<file path="config.mk">
export PLATFORM = sky130hd
export DESIGN_NAME = comp_seq
export DESIGN_NICKNAME = d
export VERILOG_FILES = /design/src/rtl/comp_seq.sv
export SDC_FILE = /design/constraint.sdc
export NUM_CORES = 1
export LEC_CHECK = 0
export ABC_AREA = 1
export BUFFER_PORTS_ARGS = -buffer_cell sky130_fd_sc_hd__buf_2
export CAP_MARGIN = 20
export CORE_AREA = 2 2 39 41
export CTS_CLUSTER_SIZE = 20
export DETAILED_ROUTE_END_ITERATION = 8
export DIE_AREA = 0 0 41 43
export SYNTH_ARGS = -nofsm -noshare
export SYNTH_HDL_FRONTEND = slang
export SYNTH_SLANG_ARGS = --single-unit
</file>
<file path="constraint.sdc">
create_clock -name clk -period 1.6 [get_ports clk]
set_clock_uncertainty 0.05 [all_clocks]
set_input_delay 0.32 -clock clk [delete_from_list [all_inputs] [get_ports clk]]
set_output_delay 0.32 -clock clk [all_outputs]
set_load 0.02 [all_outputs]
</file>
<file path="src/rtl/comp_seq.sv">
// comp_seq: tracks max (with index) and min over COUNT accepted samples per run.
// Optional min tracking is built when COMP_SEQ_MIN_EN is defined; otherwise min_out is 0.
module comp_seq #(
    parameter int WIDTH = 2,
    parameter int COUNT = 4,
    parameter int IDXW  = 2
) (
    input  logic             clk,
    input  logic             rst_n,
    input  logic             start,
    input  logic             clr,
    input  logic [WIDTH-1:0] din,
    input  logic             din_valid,
    output logic             din_ready,
    output logic [WIDTH-1:0] max_out,
    output logic [IDXW-1:0]  max_idx,
    output logic [WIDTH-1:0] min_out,
    output logic             done
);
    typedef enum logic [1:0] {IDLE, RUN, DONE} state_t;
    localparam logic [IDXW-1:0] LAST = IDXW'(COUNT - 1);
    state_t state, state_d;
    logic [IDXW-1:0] cnt;
    logic acc, first, gt;
    always_comb begin
        acc     = state == RUN && din_valid && !clr;
        first   = cnt == '0;
        gt      = din > max_out;
        state_d = state == IDLE ? ((start && !clr) ? RUN : IDLE) :
                  state == RUN  ? (clr ? IDLE : (acc && cnt == LAST) ? DONE : RUN) :
                  IDLE;
    end
    assign din_ready = state == RUN;
    assign done      = state == DONE;
    always_ff @(posedge clk or negedge rst_n) begin
        if (!rst_n) begin
            state   <= IDLE;
            cnt     <= '0;
            max_out <= '0;
            max_idx <= '0;
        end else begin
            state <= state_d;
            if (state == IDLE)
                cnt <= '0;
            else if (acc)
                cnt <= cnt + 1'b1;
            if (acc && (first || gt)) begin
                max_out <= din;
                max_idx <= cnt;
            end
        end
    end
`ifdef COMP_SEQ_MIN_EN
    always_ff @(posedge clk or negedge rst_n) begin
        if (!rst_n)
            min_out <= '0;
        else if (acc && (first || din < min_out))
            min_out <= din;
    end
`else
    assign min_out = '0;
`endif
endmodule

</file>
==> reports/metrics.cfg, run 1 <==
[status]
run_status=finished clean

[grt]
grt_start_max_net_pins=9
grt_pass1_vias=280
track_usage=0.107
globalRouteMet3Util=0.0157
global_route.peak_usage_layer=met1
grt_overflow=0
grt_util_met2=0.134
globalRouteMet1Util=0.139
antenna_found_initial=0
grt_first_pass_wirelength_um=1180

[placement]
gpl.final_weighted_congestion=0.635
dp.final_hpwl_um=638
i_o_buffers=12
place.detailed.instances=86

[logic_synthesis]
yosysWarnings=0
post-synth-top-area-fraction=0.416
synth_simple_gate_area_frac=0.283
synth_area_leaders=dfrtp_1 42%, nand2_1 13%, ha_1 10%
synth.yosys.seq_area_share=0.416
yosys.area.top_type=dfrtp_1
netlist_instances=59
post_synth_instance_area_um2=482
yosys_register_bits=8
synth_mux_area_frac=0
synth_compound_area_frac=0.0468
synth.avg_cell_area_um2=8.16
combinational_family_with_the_most_area_after_synthesis=simple AND/OR/NAND/NOR gates
post_synth_fa_ha_maj_area_fraction=0.104
synth.lib_cells_used.distinct=16
synthXorXnorAreaFrac=0

[worst_setup_path]
regToRegSetupSlack_ps=230
crit_path_max_fanout=3
timing.critical_path.buf_inv=1
reg2reg_depth=9
startpoint=state[1]
worst-endpoint-required_ps=1230
worstSetupEndpointType=primary output
worstReg2RegEnd=max_idx[0]
crit_family=flip-flops
crit_chain=nor2_4 > buf_2
rr_startpoint=max_out[1]
worst-endpoint-arrival_ps=1010
count_of_cell_instances_traversed_by_the_critical_path=2
worstSetupStartpointType=flip-flop
crit_slowest_cell=dfrtp_1
endpoint=din_ready
worst-setup-path-type=reg -> out
cp_slowest_stage_delay_ps=410

[clocking]
numClockSinks=8
clock-root-buffer=clkbuf_4
holdBufCountCts=1
clock_tree_from_tritoncts=built
cts_buffer_count=3
maximum_root_to_sink_buffer_count=2
clock_insertion_delay_worst_skew_ps=250
worst_setup_hold_path_clk_slew_ps=50
htree_levels=1
post_cts_resized=0
post-cts-setup-buffer-count=0

[drt]
routedWlPerCell_um=9.12
dr.pass1.iters=4
detail_route.drc_violations=0
drt-initial-drc-count=5
via_per_inst=4.32
drt-total-wl_um=821
num_vias=389
postRouteAntennaNets=0

[floorplan]
die_height_um=43
io-pin-count=15
placementRows=14
placeableCoreArea_um2=1380
floorplan.initialDensity=0.348
floorplan.die_area_um2=1760
die_width_um=41

[worst_hold_path]
hp-class=in -> reg
holdPathStages=3

[final_layout]
antennaDiodeCount=0
fin_cells=90
synthToLayoutAreaGrowth_pct=21.0
nets=87
fraction_of_layout_instances_using_a_drive_strength_above_1=0.270

[pwr]
pwr-share-seq=0.441
p_comb_frac=0.271
power_leakage_nw=0.338
switching_power_mw=0.172
pint_mw=0.360
clkPwrFrac=0.288
peakVddDrop_uv=419
powerDensity_nw_per_um2=912
switching_power_share_of_the_total=0.323

[sta]
final-max-slew-violation-count=0
timing.fmax_mhz=725
layout_worst_path_cycle_share=0.862
final_hold_viol_count=0
setup_violations=0
grt_setup_unrepaired=no
final.setup.tns_ps=0
final.min_clock_period_ps=1380

[job]
max_cap_viol_count=0

[layout by cell type (no fill, tap or decap)]
master / count
dlygate4sd3_1: 1
inv_2: 1
nand3_4: 1
nor2_4: 1
dfrtp_1: 8
o211ai_1: 1
o21ai_0: 2
nor2_1: 2
ha_1: 4
buf_2: 12
o21ai_1: 1
clkbuf_4: 3
inv_1: 11
clkinv_4: 1
nand2_1: 17
conb_1: 2
nand2_4: 1
nand3_1: 5
[worst reg2reg max path, cell delays in order (launching register included)]
cell     delay [ps]
dfrtp_1         350
inv_1            50
ha_1            280
nand2_1          50
nand2_1          50
nand2_1          40
nand2_1         180
nand2_4          90
nand2_1          70
nand2_1          40
[worst min path at each step]
stage	to	startpoint	slack [ps]
after floorplan	cnt[0]	rst_n	-30
after global routing	state[0]	start	290
after detailed placement	max_idx[0]	rst_n	120
final	state[0]	start	260
after global placement	max_idx[0]	rst_n	120
after CTS	state[0]	start	260
[power by group through the flow]
stage	Combinational, mW	Sequential (mW)	Clock [mW]
after CTS	0.146	0.234	0.160
final	0.144	0.235	0.153
after floorplan	0.0828	0.258	0
after global routing	0.166	0.237	0.165
after detailed placement	0.144	0.238	0
after global placement	0.141	0.238	0
[logic make-up after synthesis]
logic type,after synthesis
flops,8
other cells,1
buf+inv,15
fa+ha+maj,4
simple gates,27
compound gates,4
[synth_stat cells (all sizes together)]
cell     n
ha       4
clkinv   1
o211ai   1
buf      2
nand3    6
nor2     3
inv     12
nand2   18
dfrtp    8
conb     1
o21ai    3
[metal layers]
metal  wire length, µm  vias up
met5                 0        -
met4                17        0
met3                34        2
met2               389       11
met1               379      169
li1                  -      207
[final cells by class]
type | instances | area [µm²]
Clock buffer | 3 | 22.5
Fill cell | 151 | 801
Inverter | 13 | 53.8
Multi-Input combinational cell | 37 | 216
Sequential cell | 8 | 200
Tap cell | 16 | 20.0
Timing Repair Buffer | 13 | 70.1
[registers in the layout (all words and copies together), names as in the netlist]
signal and flops:
cnt 2, state 2, max_out 2, max_idx 2
[metrics by stage]
stage	hold slack (ps)	utilization	total power [mW]	setup slack, ps	instance area [µm²]
finish	264	0.421	0.532	221	583
global route	286	0.421	0.568	110	583
CTS	258	0.421	0.540	211	583
detailed placement	124	0.398	0.382	192	551
global placement	121	0.398	0.378	204	551
floorplan	-25.6	-	0.340	209	485
Note: power is estimated with default switching activity, not from simulation.
==> run 2: changes to the inputs <==
--- a/config.mk
+++ b/config.mk
@@ -5,7 +5,6 @@
 export SDC_FILE = /design/constraint.sdc
 export NUM_CORES = 1
 export LEC_CHECK = 0
-export ABC_AREA = 1
 export BUFFER_PORTS_ARGS = -buffer_cell sky130_fd_sc_hd__buf_2
 export CAP_MARGIN = 20
 export CORE_AREA = 2 2 39 41
==> run 2 against run 1 <==
Effect of this change:
- cell area rose by 3.0%
- synthesized cell count is 34% lower
- non-clock buffer count increased by 3
- combinational power is 19% higher
- synthesized area shrank 5.2%
- register-to-register slack worse by 210 ps
- die area is the same
- sequential share of layout area shrank 0.79 points
- critical path depth grew 4
- largest cell class unchanged
- largest power group unchanged
==> reports/metrics.cfg, run 2 <==
[logic_synthesis]
synth.lib_cells_used.distinct=18  ; was 16
post_synth_instance_area_um2=457  ; was 482 µm²
synth.yosys.seq_area_share=0.438  ; was 0.416
synth_enable_flop_cells=0  ; unchanged
netlist_instances=39  ; was 59
yosys_register_bits=8  ; unchanged
synth-async-reset-ratio=1.00  ; unchanged
yosysWarnings=0  ; unchanged
synth.avg_cell_area_um2=11.7  ; was 8.16 µm²
yosys_most_used_dff=dfrtp_1  ; unchanged
post-synth-top-area-fraction=0.438  ; was 0.416
synth.most_common_cell=dfrtp_1  ; was nand2_1
synth_area_leaders=dfrtp_1 44%, mux2_4 13%, ha_1 11%  ; was dfrtp_1 42%, nand2_1 13%, ha_1 10%
synth.cells.most_frequent=8 x dfrtp_1, 4 x ha_1, 4 x inv_1, 4 x mux2_4, 4 x nor2_1  ; was 17 x nand2_1, 11 x inv_1, 8 x dfrtp_1
yosys.area.top_type=dfrtp_1  ; unchanged

[final_layout]
layout_common_cells=12 x buf_2, 7 x dfrtp_1, 4 x nor2_1, 4 x mux2_4  ; was 17 x nand2_1, 12 x buf_2, 11 x inv_1, 8 x dfrtp_1, 5 x nand3_1
fraction_of_layout_instances_using_a_drive_strength_above_1=0.491  ; was 0.270
synthToLayoutAreaGrowth_pct=31.5  ; was 21.0%
final_common_cell=buf_2  ; was nand2_1
layout.core_utilization=0.434  ; was 0.421
antennaDiodeCount=0  ; unchanged
nets=69  ; was 87

[placement]
worst_slack_after_detailed_placement_ps=-114  ; was 192 ps
gpl.final_weighted_congestion=0.691  ; was 0.635
i_o_buffers=12  ; unchanged
dp.final_hpwl_um=600  ; was 638 µm

[worst_setup_path]
crit_chain=inv_2 > ha_4 > nor2b_4 > a2bb2oi_2 > o21a_4 > mux2_4  ; was nor2_4 > buf_2
timing.critical_path.buf_inv=1  ; unchanged
crit_slowest_cell=dfrtp_2  ; was dfrtp_1
worst-endpoint-required_ps=1680  ; was 1230 ps
crit_family=flip-flops  ; unchanged
crit_path_max_fanout=4  ; was 3
worst-endpoint-arrival_ps=1660  ; was 1010 ps
cp_slowest_stage_delay_ps=400  ; was 410 ps
worst-setup-path-type=reg -> reg  ; was reg -> out
worstSetupEndpointType=flip-flop  ; was primary output
worstSetupStartpointType=flip-flop  ; unchanged

[clocking]
htree_levels=1  ; unchanged
cts_buffer_count=3  ; unchanged
clock_tree_from_tritoncts=built  ; unchanged
clock_insertion_delay_worst_skew_ps=250  ; about the same
worst_setup_hold_path_clk_slew_ps=60  ; was 50 ps
numClockSinks=8  ; unchanged
maximum_root_to_sink_buffer_count=2  ; unchanged
clock-root-buffer=clkbuf_4  ; unchanged

[pwr]
total_power_mw=0.567  ; was 0.532 mW
power_leakage_nw=0.313  ; was 0.338 nW
powerDensity_nw_per_um2=944  ; was 912 nW/µm²
peakVddDrop_uv=348  ; was 419 µV

[drt]
dr_wl_met3_um=41  ; was 34 µm
num_vias=320  ; was 389
via_per_inst=4.38  ; was 4.32
dr.pass1.iters=3  ; was 4
drt-total-wl_um=744  ; was 821 µm
met2WireLength_um=357  ; was 389 µm
drt-initial-drc-count=4  ; was 5
routedLengthMet1_um=342  ; was 379 µm
top_signal_layer_used=met4  ; unchanged
detail_route.drc_violations=0  ; unchanged
routedWlPerCell_um=10.2  ; was 9.12 µm
postRouteAntennaNets=0  ; unchanged

[sta]
timing.fmax_mhz=634  ; was 725 MHz
final-max-slew-violation-count=0  ; unchanged
final.min_clock_period_ps=1580  ; was 1380 ps
grt_setup_unrepaired=yes  ; was no
final.hold.worst_slack_ps=213  ; was 264 ps
setup_violations=0  ; unchanged
final.setup.worst_slack_ps=22.7  ; was 221 ps
layout_worst_path_cycle_share=0.986  ; was 0.862
final.setup.tns_ps=0  ; unchanged
final_hold_viol_count=0  ; unchanged

[grt]
grt_overflow=0  ; unchanged
grt_first_pass_wirelength_um=1220  ; was 1180 µm
grt_pass1_vias=319  ; was 280
track_usage=0.105  ; was 0.107
grt_start_max_net_pins=9  ; unchanged
antenna_found_initial=0  ; unchanged

[floorplan]
io-pin-count=15  ; unchanged
floorplan.die_area_um2=1760  ; unchanged
placementRows=14  ; unchanged
floorplan.initialDensity=0.330  ; was 0.348
die_height_um=43  ; unchanged
die_width_um=41  ; unchanged
placeableCoreArea_um2=1380  ; unchanged

[job]
max_cap_viol_count=0  ; unchanged

[status]
run_status=finished clean  ; unchanged

[worst_hold_path]
hp-class=in -> reg  ; unchanged

run 2: cells by family (layout without fill, tap and decap cells):
kind of cell	Yosys count	count (layout)	synth area share
AO/OA/AOI/OAI	4	4	0.0767
other	1	2	0.00821
flip-flops	8	8	0.438
buffers and inverters	7	24	0.0904
XOR/XNOR	1	1	0.0192
multiplexers	5	5	0.153
AND/OR/NAND/NOR	9	9	0.104
adder cells (fa/ha/maj)	4	4	0.110
run 2: per-layer routing:
layer | global-route usage | vias to the layer above
met5 | 0 | -
met4 | 0.0600 | 0
met3 | 0.0314 | 2
met1 | 0.119 | 148
met2 | 0.166 | 8
li1 | - | 162
run 2: worst paths after layout:
kind                                 start    endpoint  slack [ps]  depth (start not counted)
worst max register to register  max_out[1]  max_out[1]          20                          6
worst min register to register  max_idx[0]  max_idx[0]         470                          1
max in group asynchronous            rst_n  max_out[1]         930                          2
worst max-delay path            max_out[1]  max_out[1]          20                          6
worst min-delay path             din_valid    state[0]         210                          2
min in group asynchronous            rst_n      cnt[1]         390                          2
run 2: timing repair:
action	4_1_cts	5_1_grt
pin swaps	1	1
hold buffers	1	0
setup buffers	1	0
endpoints found under the hold margin	8	0
gates resized for setup	5	0
endpoints found under the setup margin	4	4
run 2: cell type report:
type                       instances  area, µm²
fill                             140        783
multi-input combinational         25        245
sequential                         8        201
timing repair buffer              16       92.6
clock buffer                       4       26.3
tap                               16       20.0
inverter                           4       15.0
run 2: stage by stage:
stage	cell area, µm²	cells
final	601	73
after global routing	601	73
after CTS	601	73
after detailed placement	531	67
after global placement	531	67
after floorplan	462	40
run 2: where the power goes:
group          internal (mW)  switching, mW
logic                 0.0967         0.0752
clock network         0.0953         0.0669
registers              0.220         0.0134
total                  0.412          0.156
==> run 3: changes to the inputs <==
==> constraint.sdc (replaced) <==
create_clock -name clk -period 2 [get_ports clk]
set_clock_uncertainty 0.05 [all_clocks]
set_input_delay 0.4 -clock clk [delete_from_list [all_inputs] [get_ports clk]]
set_output_delay 0.4 -clock clk [all_outputs]
set_load 0.02 [all_outputs]
==> run 3 against run 2 <==
Effect of this change:
- critical endpoint is now max_out[0]
- die area unchanged
- global-route usage down 0.12 points
- worst setup slack better by 310 ps
- core utilization down 3.9 points
- highest routed layer unchanged
==> reports/metrics.cfg, run 3 (same netlist as run 2, synthesis figures left out) <==
[worst_setup_path]
cp_slowest_stage_delay_ps=350  ; was 400 ps
worst-endpoint-required_ps=2080  ; was 1680 ps
crit_chain=inv_1 > ha_1 > nor2b_1 > a2bb2oi_1 > o21a_4 > mux2_4  ; was inv_2 > ha_4 > nor2b_4 > a2bb2oi_2 > o21a_4 > mux2_4
crit_path_max_fanout=4  ; unchanged
worstReg2RegEnd=max_out[0]  ; was max_out[1]
rr_startpoint=max_out[1]  ; unchanged
worstSetupStartpointType=flip-flop  ; unchanged
worst-setup-path-type=reg -> reg  ; unchanged
timing.critical_path.buf_inv=1  ; unchanged
worstSetupEndpointType=flip-flop  ; unchanged
worst-endpoint-arrival_ps=1750  ; was 1660 ps
crit_slowest_cell=dfrtp_1  ; was dfrtp_2
regToRegSetupSlack_ps=330  ; was 20 ps
crit_family=compound AO/OA/AOI/OAI gates  ; was flip-flops
reg2reg_depth=6  ; unchanged

[clocking]
post_cts_resized=0  ; was 5
clock_tree_from_tritoncts=built  ; unchanged
post-cts-setup-buffer-count=0  ; was 1
clock_insertion_delay_worst_skew_ps=250  ; about the same
clock-root-buffer=clkbuf_4  ; unchanged
cts_buffer_count=3  ; unchanged
maximum_root_to_sink_buffer_count=2  ; unchanged
numClockSinks=8  ; unchanged
holdBufCountCts=1  ; unchanged
htree_levels=1  ; unchanged
worst_setup_hold_path_clk_slew_ps=50  ; was 60 ps

[sta]
grt_setup_unrepaired=no  ; was yes
layout_worst_path_cycle_share=0.835  ; was 0.986
final_hold_viol_count=0  ; unchanged
final.setup.tns_ps=0  ; unchanged
final.min_clock_period_ps=1670  ; was 1580 ps
timing.fmax_mhz=599  ; was 634 MHz
setup_violations=0  ; unchanged
final-max-slew-violation-count=0  ; unchanged
final.setup.worst_slack_ps=331  ; was 22.7 ps

[final_layout]
final_common_cell=buf_2  ; unchanged
antennaDiodeCount=0  ; unchanged
nets=66  ; was 69
fraction_of_layout_instances_using_a_drive_strength_above_1=0.377  ; was 0.491
layout_common_cells=12 x buf_2, 8 x dfrtp_1  ; was 12 x buf_2, 7 x dfrtp_1, 4 x nor2_1, 4 x mux2_4
synthToLayoutAreaGrowth_pct=19.7  ; was 31.5%

[grt]
grt_pass1_vias=273  ; was 319
grt_overflow=0  ; unchanged
grt_first_pass_wirelength_um=1150  ; was 1220 µm
grt_start_max_net_pins=9  ; unchanged
antenna_found_initial=0  ; unchanged
track_usage=0.104  ; was 0.105

[pwr]
powerDensity_nw_per_um2=734  ; was 944 nW/µm²
total_power_mw=0.401  ; was 0.567 mW
peakVddDrop_uv=365  ; was 348 µV
power_leakage_nw=0.293  ; was 0.313 nW

[drt]
num_vias=306  ; was 320
detail_route.drc_violations=0  ; unchanged
drt-total-wl_um=726  ; was 744 µm
drt-initial-drc-count=0  ; was 4
routedWlPerCell_um=10.5  ; was 10.2 µm
via_per_inst=4.43  ; was 4.38
dr.pass1.iters=1  ; was 3
postRouteAntennaNets=0  ; unchanged

[floorplan]
placementRows=14  ; unchanged
floorplan.initialDensity=0.330  ; unchanged
die_width_um=41  ; unchanged
die_height_um=43  ; unchanged
io-pin-count=15  ; unchanged
placeableCoreArea_um2=1380  ; unchanged
floorplan.die_area_um2=1760  ; unchanged

[placement]
dp.final_hpwl_um=578  ; was 600 µm
worst_slack_after_detailed_placement_ps=195  ; was -114 ps
i_o_buffers=12  ; unchanged
gpl.final_weighted_congestion=0.649  ; was 0.691

[worst_hold_path]
whs_endpoint=state[0]  ; unchanged
holdPathStages=2  ; unchanged
min-delay-start=din_valid  ; unchanged
hp-class=in -> reg  ; unchanged

[status]
run_status=finished clean  ; unchanged

[job]
max_cap_viol_count=0  ; unchanged

run 3: per-layer routing:
layer / wire length [µm] / vias to the layer above / GRT usage
li1: - / 153 / -
met1: 317 / 140 / 0.128
met2: 330 / 9 / 0.134
met3: 45 / 4 / 0.0314
met4: 34 / 0 / 0.100
met5: 0 / - / 0
run 3: power by group:
| part | internal [mW] | switching (mW) | total, mW |
|---|---|---|---|
| Sequential | 0.175 | 0.00982 | 0.185 |
| Combinational | 0.0471 | 0.0486 | 0.0957 |
| Clock | 0.0685 | 0.0525 | 0.121 |
run 3: final cells by class:
type,count,area [µm²]
Clock buffer,3,22.5
Fill cell,150,837
Tap cell,16,20.0
Multi-Input combinational cell,25,219
Sequential cell,8,200
Timing Repair Buffer,13,70.1
Inverter,4,15.0
run 3: how the worst max path moves through the flow:
| stage | endpoint | cells after the start | slack [ps] | from |
|---|---|---|---|---|
| after floorplan | max_idx[0] | 6 | 280 | max_out[1] |
| after global placement | max_out[1] | 6 | 230 | din[1] |
| after detailed placement | max_out[0] | 6 | 190 | din[1] |
| after CTS | max_out[0] | 6 | 310 | max_out[1] |
| after global routing | max_out[0] | 6 | 240 | max_out[1] |
| final | max_out[0] | 6 | 330 | max_out[1] |
run 3: metrics by stage:
stage,hold WS (ps),instances,utilization,area [µm²]
2_1_floorplan,54.4,40,-,460
4_1_cts,286,69,0.395,547
3_3_place_gp,202,65,0.372,514
6_report,294,69,0.395,547
5_1_grt,292,69,0.395,547
3_5_place_dp,205,65,0.372,514
